`src/rtl/alu_result_tx.sv`:
```
// alu_result_tx: snapshots ALU result/flags on i_start and sends them
// as two bytes through a start/done handshake with the TX serializer.
module alu_result_tx #(
  parameter  int NB_DATA        = 8,
  parameter  int TIMEOUT_CYCLES = 100000,
  localparam int NB_TMO         = $clog2(TIMEOUT_CYCLES + 1)
) (
  input  logic               i_clk,
  input  logic               i_reset,
  input  logic               i_start,
  input  logic [NB_DATA-1:0] i_alu_result,
  input  logic               i_alu_carry,
  input  logic               i_alu_zero,
  input  logic               i_tx_done,
  output logic               o_tx_start,
  output logic [7:0]         o_tx_data,
  output logic               o_busy,
  output logic               o_done,
  output logic               o_timeout
);

  typedef enum logic [2:0] {
    S_IDLE,
    S_SEND_RES,
    S_WAIT_RES,
    S_SEND_FLG,
    S_WAIT_FLG
  } state_t;

  localparam logic [NB_TMO-1:0] TMO_LAST =
    NB_TMO'(TIMEOUT_CYCLES - 1);

  state_t              r_state;
  state_t              w_next;
  logic [NB_DATA-1:0]  r_res;
  logic [7:0]          r_flg;
  logic [NB_TMO-1:0]   r_cnt;
  logic [NB_TMO-1:0]   w_cnt;
  logic [7:0]          r_tx_data;
  logic [7:0]          w_tx_data;
  logic                r_done;
  logic                r_timeout;
  logic                w_done;
  logic                w_timeout;
  logic                w_capture;
  logic                w_cnt_last;

  assign w_cnt_last = (r_cnt == TMO_LAST);

  always_comb begin
    w_next    = r_state;
    w_cnt     = r_cnt;
    w_tx_data = r_tx_data;
    w_done    = 1'b0;
    w_timeout = 1'b0;
    w_capture = 1'b0;
    unique case (r_state)
      S_IDLE: begin
        if (i_start) begin
          w_next    = S_SEND_RES;
          w_capture = 1'b1;
          w_tx_data = i_alu_result;
        end
      end
      S_SEND_RES: begin
        w_next = S_WAIT_RES;
        w_cnt  = '0;
      end
      S_WAIT_RES: begin
        // done on the last allowed cycle still beats the timeout
        if (i_tx_done) begin
          w_next    = S_SEND_FLG;
          w_tx_data = r_flg;
        end else if (w_cnt_last) begin
          w_next    = S_IDLE;
          w_timeout = 1'b1;
        end else begin
          w_cnt = r_cnt + NB_TMO'(1);
        end
      end
      S_SEND_FLG: begin
        w_next = S_WAIT_FLG;
        w_cnt  = '0;
      end
      S_WAIT_FLG: begin
        if (i_tx_done) begin
          w_next = S_IDLE;
          w_done = 1'b1;
        end else if (w_cnt_last) begin
          w_next    = S_IDLE;
          w_timeout = 1'b1;
        end else begin
          w_cnt = r_cnt + NB_TMO'(1);
        end
      end
      default: begin
        w_next = S_IDLE;
      end
    endcase
  end

  always_ff @(posedge i_clk) begin
    if (i_reset) begin
      r_state   <= S_IDLE;
      r_res     <= '0;
      r_flg     <= '0;
      r_cnt     <= '0;
      r_tx_data <= '0;
      r_done    <= 1'b0;
      r_timeout <= 1'b0;
    end else begin
      r_state   <= w_next;
      r_cnt     <= w_cnt;
      r_tx_data <= w_tx_data;
      r_done    <= w_done;
      r_timeout <= w_timeout;
      if (w_capture) begin
        r_res <= i_alu_result;
        r_flg <= {6'b0, i_alu_carry, i_alu_zero};
      end
    end
  end

  assign o_tx_start = (r_state == S_SEND_RES) ||
                      (r_state == S_SEND_FLG);
  assign o_tx_data  = r_tx_data;
  assign o_busy     = (r_state != S_IDLE);
  assign o_done     = r_done;
  assign o_timeout  = r_timeout;

endmodule

```
`config.mk`:
```
export PLATFORM = sky130hd
export DESIGN_NAME = alu_result_tx
export DESIGN_NICKNAME = d
export VERILOG_FILES = /design/src/rtl/alu_result_tx.sv
export SDC_FILE = /design/constraint.sdc
export NUM_CORES = 1
export LEC_CHECK = 0
export BUFFER_PORTS_ARGS = -buffer_cell sky130_fd_sc_hd__buf_2
export CELL_PAD_IN_SITES_DETAIL_PLACEMENT = 2
export CELL_PAD_IN_SITES_GLOBAL_PLACEMENT = 2
export CORE_ASPECT_RATIO = 0.8
export CORE_UTILIZATION = 33
export DETAILED_ROUTE_END_ITERATION = 12
export PLACE_DENSITY_LB_ADDON = 0.1
export SLEW_MARGIN = 10
export SYNTH_ARGS = -nofsm -noshare
export SYNTH_HDL_FRONTEND = slang
export SYNTH_SLANG_ARGS = --single-unit
```
`constraint.sdc`:
```
create_clock -name i_clk -period 2.7 [get_ports i_clk]
set_input_delay 0.27 -clock i_clk [delete_from_list [all_inputs] [get_ports i_clk]]
set_output_delay 0.27 -clock i_clk [all_outputs]
set_load 0.005 [all_outputs]
```
After elaboration in Yosys (flattened, before gate mapping)
Index checks and enable logic that the tools add are counted.
Storage, ports and cells
  flip-flop bits (word level): 32
  output and inout bits: 12
  logic and storage cells: 44
  input bits: 14
Cells by class
  bitwise operators: 2
  reduce and logical (&&, ||, !) cells: 11
  eq/ne operators: 9
  $add $sub $neg: 1
  multiplexer cells: 15
Operator list (count)
  17-bit 2-to-1 mux: 2
  17-bit case mux with 2 select lines: 1
  17-bit by 1-bit adder with 17-bit output (second input constant): 1
  17-bit == test (second input constant): 1
  8-bit 2-to-1 mux: 2
  8-bit case mux with 2 select lines: 1
  3-bit case mux with 5 select lines: 1
  3-bit 2-to-1 mux: 4
  2-bit != test (second input constant): 4
  3-bit by 2-bit == test with 1-bit output (second input constant): 2
  3-bit AND reduction: 2
  2-bit OR reduction: 3
  1-bit 2-to-1 mux: 4
  2-bit nonzero test: 2
  3-bit by 1-bit == test with 1-bit output (second input constant): 1
  3-bit == test (second input constant): 1
  3-bit zero test: 1
  3-bit nonzero test: 1
  3-bit OR reduction: 1
  1-bit inverter: 2
  1-bit logical OR: 1

Longest topological paths before layout
Gate-level depths: netlist of run 1.
  depth after elaboration: 4
  mapped depth: 8
  gate-level depth less buffers: 6

Least setup slack after synthesis of run 1
Ideal clock, no wire load.
  path type: register to register
  start: reg r_cnt[0]
  end: reg r_cnt[3]
  buffers on the path: 1
  slack: 0.808 ns
  data arrival time: 1.772 ns
  required time: 2.580 ns
  cell stages (with the launch flop): 8
  path through: dfxtp_1 ha_1 and4_1 nand4_1 o22ai_4 buf_2 nor4_1 a211o_1
Between the ends
  cells in the longest elaborated chain, start to end: 4
  elaborated cells on any way between the ends: 7
RTL lines
  from (decl): line 37  | logic [NB_TMO-1:0] r_cnt;
  from (signal assigned): line 113  | r_cnt <= w_cnt;
  17-bit by 1-bit adder with 17-bit output: line 78, 93
  17-bit 2-to-1 mux: line 74, 89
  17-bit 2-to-1 mux: line 71  | if (i_tx_done) begin
  17-bit case mux with 2 select lines: line 57  | unique case (r_state)
Several ways; a longest one is shown, not always the timed one. The select of a mux whose other input is x is not followed.
A chain may end at the register's enable or synchronous reset.

Worst setup path after layout of run 1
  start: reg r_cnt[0]
  end: reg r_cnt[16]
Same word-level chain as after synthesis.

==> results of run 1 <==
[per-stage QoR]
step	total power, mW	hold slack (ns)	area (sq um)
2_1_floorplan	0.603	0.417	1530
3_3_place_gp	0.640	0.459	1680
3_5_place_dp	0.648	0.495	1680
4_1_cts	1.04	0.217	1770
5_1_grt	1.08	0.219	1770
6_report	1.02	0.220	1770
[cell families after synthesis]
group	Yosys count	synth area share
AOI/OAI and AO/OA	37	0.175
xor gates and xnor gates	2	0.0114
adders and majority gates	1	0.00816
buffers and inverters	13	0.0400
DFF	32	0.418
muxes	6	0.0392
and+or+nand+nor	86	0.309
[how the worst max path moves through the flow]
stage,start,end,slack (ns),cells after the start
floorplan,r_cnt[0],r_cnt[3],0.81,7
finish,r_cnt[0],r_cnt[16],0.49,6
detailed placement,r_cnt[0],r_cnt[16],0.51,6
global route,r_cnt[0],r_cnt[3],0.27,6
CTS,r_cnt[0],r_cnt[3],0.47,6
global placement,r_cnt[0],r_cnt[16],0.64,6
[state kept, by name, indices dropped and copies added, names as in the netlist]
name,flops
r_flg,2
r_cnt,17
o_timeout,1
o_tx_data,8
r_state,3
o_done,1
[power by group]
| group | total (mW) | leakage (nW) | switching [mW] | internal (mW) |
|---|---|---|---|---|
| registers | 0.506 | 0.260 | 0.0164 | 0.490 |
| clock network | 0.386 | 0.0510 | 0.183 | 0.203 |
| logic | 0.130 | 0.386 | 0.0793 | 0.0510 |
[per-layer routing]
layer	vias up	wire length, um	GRT usage	part of all wire
li1	702	-	-	-
met1	726	2190	0.284	0.50
met5	-	0	0	0
met3	4	158	0.0496	0.036
met4	0	36	0.0671	0.0082
met2	25	1990	0.302	0.45
[area by class of cell]
cell class                 instances  area, sq um  share of cell area
multi-input combinational        132          831               0.469
clock inverter                     2         10.0             0.00565
tap                               57         71.3              0.0403
inverter                           3         11.3             0.00636
timing repair buffer              25          125              0.0706
sequential                        32          641               0.362
clock buffer                       6         82.6              0.0466
[critical path, cell delays in order, from the launching register on]
cell and delay (ns):
dfxtp_1 0.39, ha_1 0.27, and4_1 0.30, nand4_1 0.25, o22ai_4 0.49, nor4_1 0.12, o2bb2a_1 0.30
[placed cells by master (no fill, tap or decap), types with 2 or more instances in the layout]
cell type	instances
inv_1	3
a31o_2	2
a211o_1	2
nand3_1	10
nor3b_1	2
nor2_1	23
and2_1	3
buf_2	25
a22oi_1	7
or2_2	2
or3_1	4
and3_1	4
nor4_1	4
or4_1	7
mux2i_1	6
nand2b_1	3
xnor2_1	2
nand2_1	10
o31ai_1	7
dfxtp_1	32
clkinv_2	2
a21oi_1	12
and4_1	3
clkbuf_8	6
nand4_1	6
==> metrics, run 1 <==
Post-Syn Instances 177; max-cap viol count 0; CTS root buf clkbuf_8; post-route clock period utilization 0.820; initial antenna violation count 0; starting density of the core 0.356; worst skew pair latency 0.29 ns; vias in the first global route 1,480; Max Slew Vio Count 0; Nets 214; postcts setup bufs 0; hold_buf cts 0; I/O Pins 26; Hold Path Class in -> reg; n_diodes 0; # resized after CTS 0; relative slew slack 0.537; GPL Wtd Cong 0.847; die width 78.2 um; Worst Tran Pin Value 0.689 ns; RSZ-0062 raised after global routing no; EDFF count, synth 0; post-detailed-route count of antenna-violating nets 0; top-count cell post-synth dfxtp_1; Longest Clk Path Bufs 2; status completed; CTS buffer count 5; Crit. End Element register; dpl hpwl 3170 um; Worst Setup Path Type reg -> reg; Setup violations, final 0; final setup margin 0.486 ns; top-area cell type share of the netlist area 0.418; asr flop ratio synth 0; RR Endpoint r_cnt[16]; Synth area leader dfxtp_1; gr usage total 0.202; largest net degree at the start of global routing 22; pwr/cell area 577 nW/um^2; Final Critical Period 2.21 ns; placed cells 249; reg2reg start r_cnt[0]; crit path launch type register; syn nets 192; Max rail drop VDD 0.286 mV; Reg2Reg Setup Slack 0.49 ns; Reg clk slew, reported paths 0.07 ns; WP data arrival 2.39 ns; top cells by area, synth dfxtp_1 (42%), nor2_1 (5.6%), a21oi_1 (3.9%); data required time of the worst path 2.87 ns; Fin Setup TNS 0 ns; # fillers 489; Via density 5.67; worst slack at placement 0.514 ns; static leakage 0.697 nW; CTS tree built; # clock sinks 32; IO buf count 25; Critical Path Fanout Max 19; Finished Layout Cells 257; number of library cell types mapped by synthesis 38; predominant post-synthesis flop cell dfxtp_1; routed wire length 4380 um; Final Hold Fails 0; gr ovfl total 0; Initial DRC Count 75; first-pass GRT wire length 7660 um; Initial DRT Pass Iterations 4; synthesis warning total 0; R2R depth 6; Vias 1,457; register bit total from synthesis 32; f_max 0.452 GHz; most common library cells after synthesis dfxtp_1 (32), nor2_1 (23), a21oi_1 (12), nand2_1 (10), nand3_1 (10); register area share after synthesis 0.418; Area growth, synth to finish 15.6%; Mapped Avg Cell Area 8.66 sq um; HP Start i_alu_carry; Cell Area, Synth 1530 sq um; layout cell share with drive strength beyond 1 0.200; Hold Path End r_flg[1]; Die Y 63.0 um; Routed WL per cell 17.0 um; H-tree depth 2; drt drc 0; Finished Core Util 0.411; Die ar. 4920 sq um; Row Count 21; core box area 4310 sq um; WHS Path Cells 3; Worst Skew 0.00762 ns
Power figures use the tool's default switching activity.
==> run 2: changes to the inputs <==
Settings changed: CORE_UTILIZATION 33 to 29.
Clock period 2.7 ns to 2 ns, I/O delays scaled along.
==> metrics, run 2 (synthesis gave the netlist of run 1 again) <==
status completed; Worst Skew 0.00388 ns (-0.00374 ns); R2R depth 6 (unchanged); Routed WL per cell 16.8 um (-1.5%); Fin Setup TNS 0 ns (unchanged); Die Y 67.0 um (+6.5%); CTS tree built; CTS buffer count 5 (unchanged); reg2reg start r_state[0]; Die ar. 5580 sq um (+13%); die width 83.3 um (+6.5%); largest net degree at the start of global routing 22 (unchanged); fin area 1980 sq um (+12%); I/O Pins 26 (unchanged); post-route clock period utilization 0.975 (+0.155); CP startpoint r_state[0]; worst skew pair latency 0.28 ns (about the same); # clock sinks 32 (unchanged); Critical Path Fanout Max 12 (-7); layout cell share with drive strength beyond 1 0.302 (+0.102); gr usage total 0.179 (-0.0235); Longest Clk Path Bufs 2 (unchanged); largest register by flop count r_cnt; WP buf/inv 1 (+1); initial antenna violation count 0 (unchanged); Crit. End Element register; Largest stage delay, worst path 0.50 ns (about the same); # fillers 563 (+15%); gr ovfl total 0 (unchanged); Max rail drop VDD 0.275 mV (-3.7%); Final Critical Period 1.95 ns (-0.264 ns); IO buf count 25 (unchanged); Row Count 23 (+9.5%); WP data arrival 2.17 ns (-0.22 ns); Via density 5.35 (-5.6%); starting density of the core 0.304 (-0.0513); dpl hpwl 3680 um (+16%); n_diodes 0 (unchanged); critical path endpoint r_cnt[7]; Worst Setup Path Type reg -> reg; static leakage 0.820 nW (+18%); most frequent cells in the layout dfxtp_1 (31), buf_2 (25), buf_4 (24), nor2_1 (23); crit path cell chain or3b_4 > nor2_4 > o22ai_4 > buf_6 > or4_1 > a21oi_1; Critical-path top delay cell or4_1; core box area 5040 sq um (+17%); f_max 0.513 GHz (+14%); post-placement cell area 1840 sq um (+9.8%); Initial DRC Count 68 (-9.3%); Reg clk slew, reported paths 0.07 ns (about the same); pwr/cell area 720 nW/um^2 (+25%); Max Slew Vio Count 0 (unchanged); H-tree depth 2 (unchanged); crit path launch type register; vias in the first global route 1,609 (+8.7%); relative slew slack 0.678 (+0.141); Nets 239 (+12%); max FFs per register 17 (unchanged); HP Start i_alu_result[4]; Area growth, synth to finish 29.2%; Setup violations, final 0 (unchanged); routed wire length 4810 um (+10%); Final Hold Fails 0 (unchanged); Initial DRT Pass Iterations 4 (unchanged); Vias 1,536 (+5.4%); first-pass GRT wire length 7780 um (+1.5%); Reg2Reg Setup Slack 0.05 ns (-0.44 ns); CTS root buf clkbuf_8; Worst Tran Pin Value 0.476 ns (-0.213 ns); drt drc 0 (unchanged); max-cap viol count 0 (unchanged); CP delay by family, top simple AND/OR/NAND/NOR gates; Hold Path Class in -> reg; GPL Wtd Cong 0.779 (-8.0%); Crit. path cell count 6 (unchanged); Finished Core Util 0.393 (-0.0179); data required time of the worst path 2.22 ns (-0.65 ns); post-detailed-route count of antenna-violating nets 0 (unchanged); RR Endpoint r_cnt[7]; most common cell after layout, fill and taps aside dfxtp_1
[run 2: how the worst min path moves through the flow]
stage	to	slack [ns]	cells past startpoint
final	o_tx_data[4]	0.16	3
after global routing	o_tx_data[6]	0.19	3
after CTS	o_tx_data[7]	0.16	3
after detailed placement	o_tx_data[4]	0.46	3
after global placement	o_tx_data[5]	0.43	3
after floorplan	r_flg[0]	0.35	2
[run 2: final cells by class]
class,instances,area [sq um],share of cell area
multi-input combinational,132,843,0.426
sequential,32,642,0.324
timing repair buffer,50,317,0.160
clock buffer,8,90.1,0.0455
tap,62,77.6,0.0392
inverter,3,11.3,0.00569
[run 2: layer usage]
layer / track usage / share of wire
met1: 0.222 / 0.47
met2: 0.306 / 0.49
met3: 0.0508 / 0.027
met4: 0.0474 / 0.010
met5: 0 / 0
[run 2: worst min-delay path, stage by stage]
cell     delay (ns)
buf_2          0.08
a22oi_1        0.06
nor2_1         0.07
[run 2: timing repair]
item | in CTS | in global routing
hold buffers | 0 | 0
gates cloned | 0 | 0
setup buffers | 2 | 2
endpoints found under the setup margin | 3 | 18
resized for setup | 0 | 6
endpoints found under the hold margin | 0 | 0
pin swaps | 1 | 2
[run 2: through the flow]
step / worst slack (ns) / power, mW / instances / hold WS [ns]
2_1_floorplan: 0.108 / 0.814 / 177 / 0.347
3_3_place_gp: 0.0975 / 0.889 / 275 / 0.434
3_5_place_dp: -0.0185 / 0.906 / 275 / 0.458
4_1_cts: 0.0138 / 1.44 / 285 / 0.158
5_1_grt: -0.0123 / 1.51 / 287 / 0.186
6_report: 0.0503 / 1.43 / 287 / 0.160
[run 2: report_power, final]
part           internal, mW  total (mW)  switching [mW]
Clock                 0.281       0.526           0.245
Sequential            0.662       0.678          0.0165
Combinational         0.100       0.221           0.120
Total                  1.04        1.43           0.382
==> run 3: changes to the inputs <==
==> constraint.sdc (replaced) <==
create_clock -name i_clk -period 2 [get_ports i_clk]
set_input_delay 0.4 -clock i_clk [delete_from_list [all_inputs] [get_ports i_clk]]
set_output_delay 0.4 -clock i_clk [all_outputs]
set_load 0.005 [all_outputs]
==> metrics, run 3 (synthesis gave the netlist of run 1 again) <==
status completed; IO buf count 25 (unchanged); first-pass GRT wire length 8080 um (+3.9%); post-route clock period utilization 0.973 (-0.00148); Crit. End Element register; WP buf/inv 1 (unchanged); CTS tree built; static leakage 0.836 nW (+2.0%); most common cell after layout, fill and taps aside dfxtp_1; Max rail drop VDD 0.418 mV (+52%); Longest Clk Path Bufs 2 (unchanged); Worst Tran Pin Value 0.432 ns (-0.0445 ns); Worst Skew 0.00681 ns (+0.00293 ns); gr usage total 0.187 (+0.00799); Largest stage delay, worst path 0.50 ns (about the same); crit path cell chain ha_1 > and4_1 > nand4_1 > o22ai_4 > buf_4 > or4_4 > a21oi_2; most frequent cells in the layout dfxtp_1 (30), buf_2 (25), buf_4 (25), nor2_1 (23); dpl hpwl 3690 um (+0.37%); max-cap viol count 0 (unchanged); die width 83.3 um (unchanged); layout cell share with drive strength beyond 1 0.323 (+0.0208); hold_buf cts 0 (unchanged); max FFs per register 17 (unchanged); Initial DRC Count 35 (-49%); crit path launch type register; post-placement cell area 1860 sq um (+0.81%); Setup violations, final 0 (unchanged); reg2reg start r_cnt[1]; Hold Path Class in -> reg; data required time of the worst path 2.22 ns (about the same); RSZ-0062 raised after global routing yes; Reg clk slew, reported paths 0.07 ns (about the same); Row Count 23 (unchanged); Worst Setup Path Type reg -> reg; vias in the first global route 1,620 (+0.68%); Die Y 67.0 um (unchanged); # clock sinks 32 (unchanged); I/O Pins 26 (unchanged); Die ar. 5580 sq um (unchanged); initial antenna violation count 0 (unchanged); HP Start i_alu_result[3]; Final Critical Period 1.95 ns (-0.00296 ns); Critical-path top delay cell or4_4; starting density of the core 0.304 (unchanged); Critical Path Fanout Max 4 (-8); Hold Path End o_tx_data[3]; largest net degree at the start of global routing 22 (unchanged); gr ovfl total 0 (unchanged); Initial DRT Pass Iterations 4 (unchanged); Via density 5.39 (+0.69%); WP data arrival 2.17 ns (about the same); f_max 0.514 GHz (+0.15%); area occupied by multi-input gates 850 sq um (+0.74%); post-detailed-route count of antenna-violating nets 0 (unchanged); Final Hold Fails 0 (unchanged); WHS Path Cells 3 (unchanged); Vias 1,552 (+1.0%); H-tree depth 2 (unchanged); pwr/cell area 722 nW/um^2 (+0.30%); core box area 5040 sq um (unchanged); largest register by flop count r_cnt; Power, Total 1.44 mW (+1.2%); Reg2Reg Setup Slack 0.05 ns (about the same); drt drc 0 (unchanged); worst skew pair latency 0.29 ns (about the same); Max Slew Vio Count 0 (unchanged); R2R depth 7 (+1); Nets 240 (+0.42%); Area growth, synth to finish 30.4%; relative slew slack 0.712 (+0.0335); CP delay by family, top simple AND/OR/NAND/NOR gates; Routed WL per cell 17.7 um (+5.3%); # fillers 572 (+1.6%); register area 643 sq um (+0.19%); fin area 2000 sq um (+0.88%); GPL Wtd Cong 0.780 (+0.13%); CTS buffer count 5 (unchanged); routed wire length 5090 um (+5.7%); CTS root buf clkbuf_8; RR Endpoint r_cnt[15]; n_diodes 0 (unchanged)
## run 3: worst register-to-register path, delay by kind of cell (launching register included)
family                     cells  cell delay (ns)
and+or+nand+nor                3             0.92
buffers and inverters          1             0.16
AOI/OAI and AO/OA              2             0.27
DFF                            1             0.35
adders and majority gates      1             0.19
## run 3: worst max path at each step
stage          startpoint         to  slack (ns)  depth (start not counted)
3_3_place_gp    i_tx_done  r_cnt[13]        0.06                          8
5_1_grt          r_cnt[1]   r_cnt[7]       -0.02                          7
6_report         r_cnt[1]  r_cnt[15]        0.05                          7
4_1_cts          r_cnt[1]  r_cnt[13]        0.02                          7
2_1_floorplan    r_cnt[0]   r_cnt[3]        0.11                          7
3_5_place_dp    i_tx_done  r_cnt[13]      -0.002                          8
## run 3: repair_timing
| item | CTS | global route |
|---|---|---|
| endpoints found under the setup margin | 1 | 18 |
| setup buffers | 0 | 3 |
| gates resized for setup | 0 | 8 |
| gates cloned | 0 | 0 |
| pin swaps | 1 | 8 |
## run 3: cell type report
class,count,share of cell area
Multi-Input combinational cell,132,0.425
Clock inverter,2,0.00501
Inverter,3,0.00564
Tap cell,62,0.0388
Timing Repair Buffer,51,0.162
Sequential cell,32,0.322
Clock buffer,6,0.0413
## run 3: power by group
group,switching (mW),internal [mW],leakage (nW)
Clock,0.262,0.275,0.0510
Combinational,0.125,0.100,0.525
Sequential,0.0184,0.662,0.261
Total,0.405,1.04,0.836
## run 3: per-stage QoR
step	setup WS [ns]	TNS (ns)	util	std cells	hold slack [ns]
2_1_floorplan	0.108	0	-	177	0.456
3_3_place_gp	0.0553	0	0.369	277	0.460
3_5_place_dp	-0.00201	-0.00201	0.369	277	0.481
4_1_cts	0.0161	0	0.387	285	0.350
5_1_grt	-0.0240	-0.0378	0.397	288	0.364
6_report	0.0533	0	0.397	288	0.354
## run 3: metal layers
layer / GRT usage / routed length, um
met4: 0.0517 / 29
met5: 0 / 0
met3: 0.0421 / 109
met2: 0.327 / 2480
met1: 0.233 / 2470
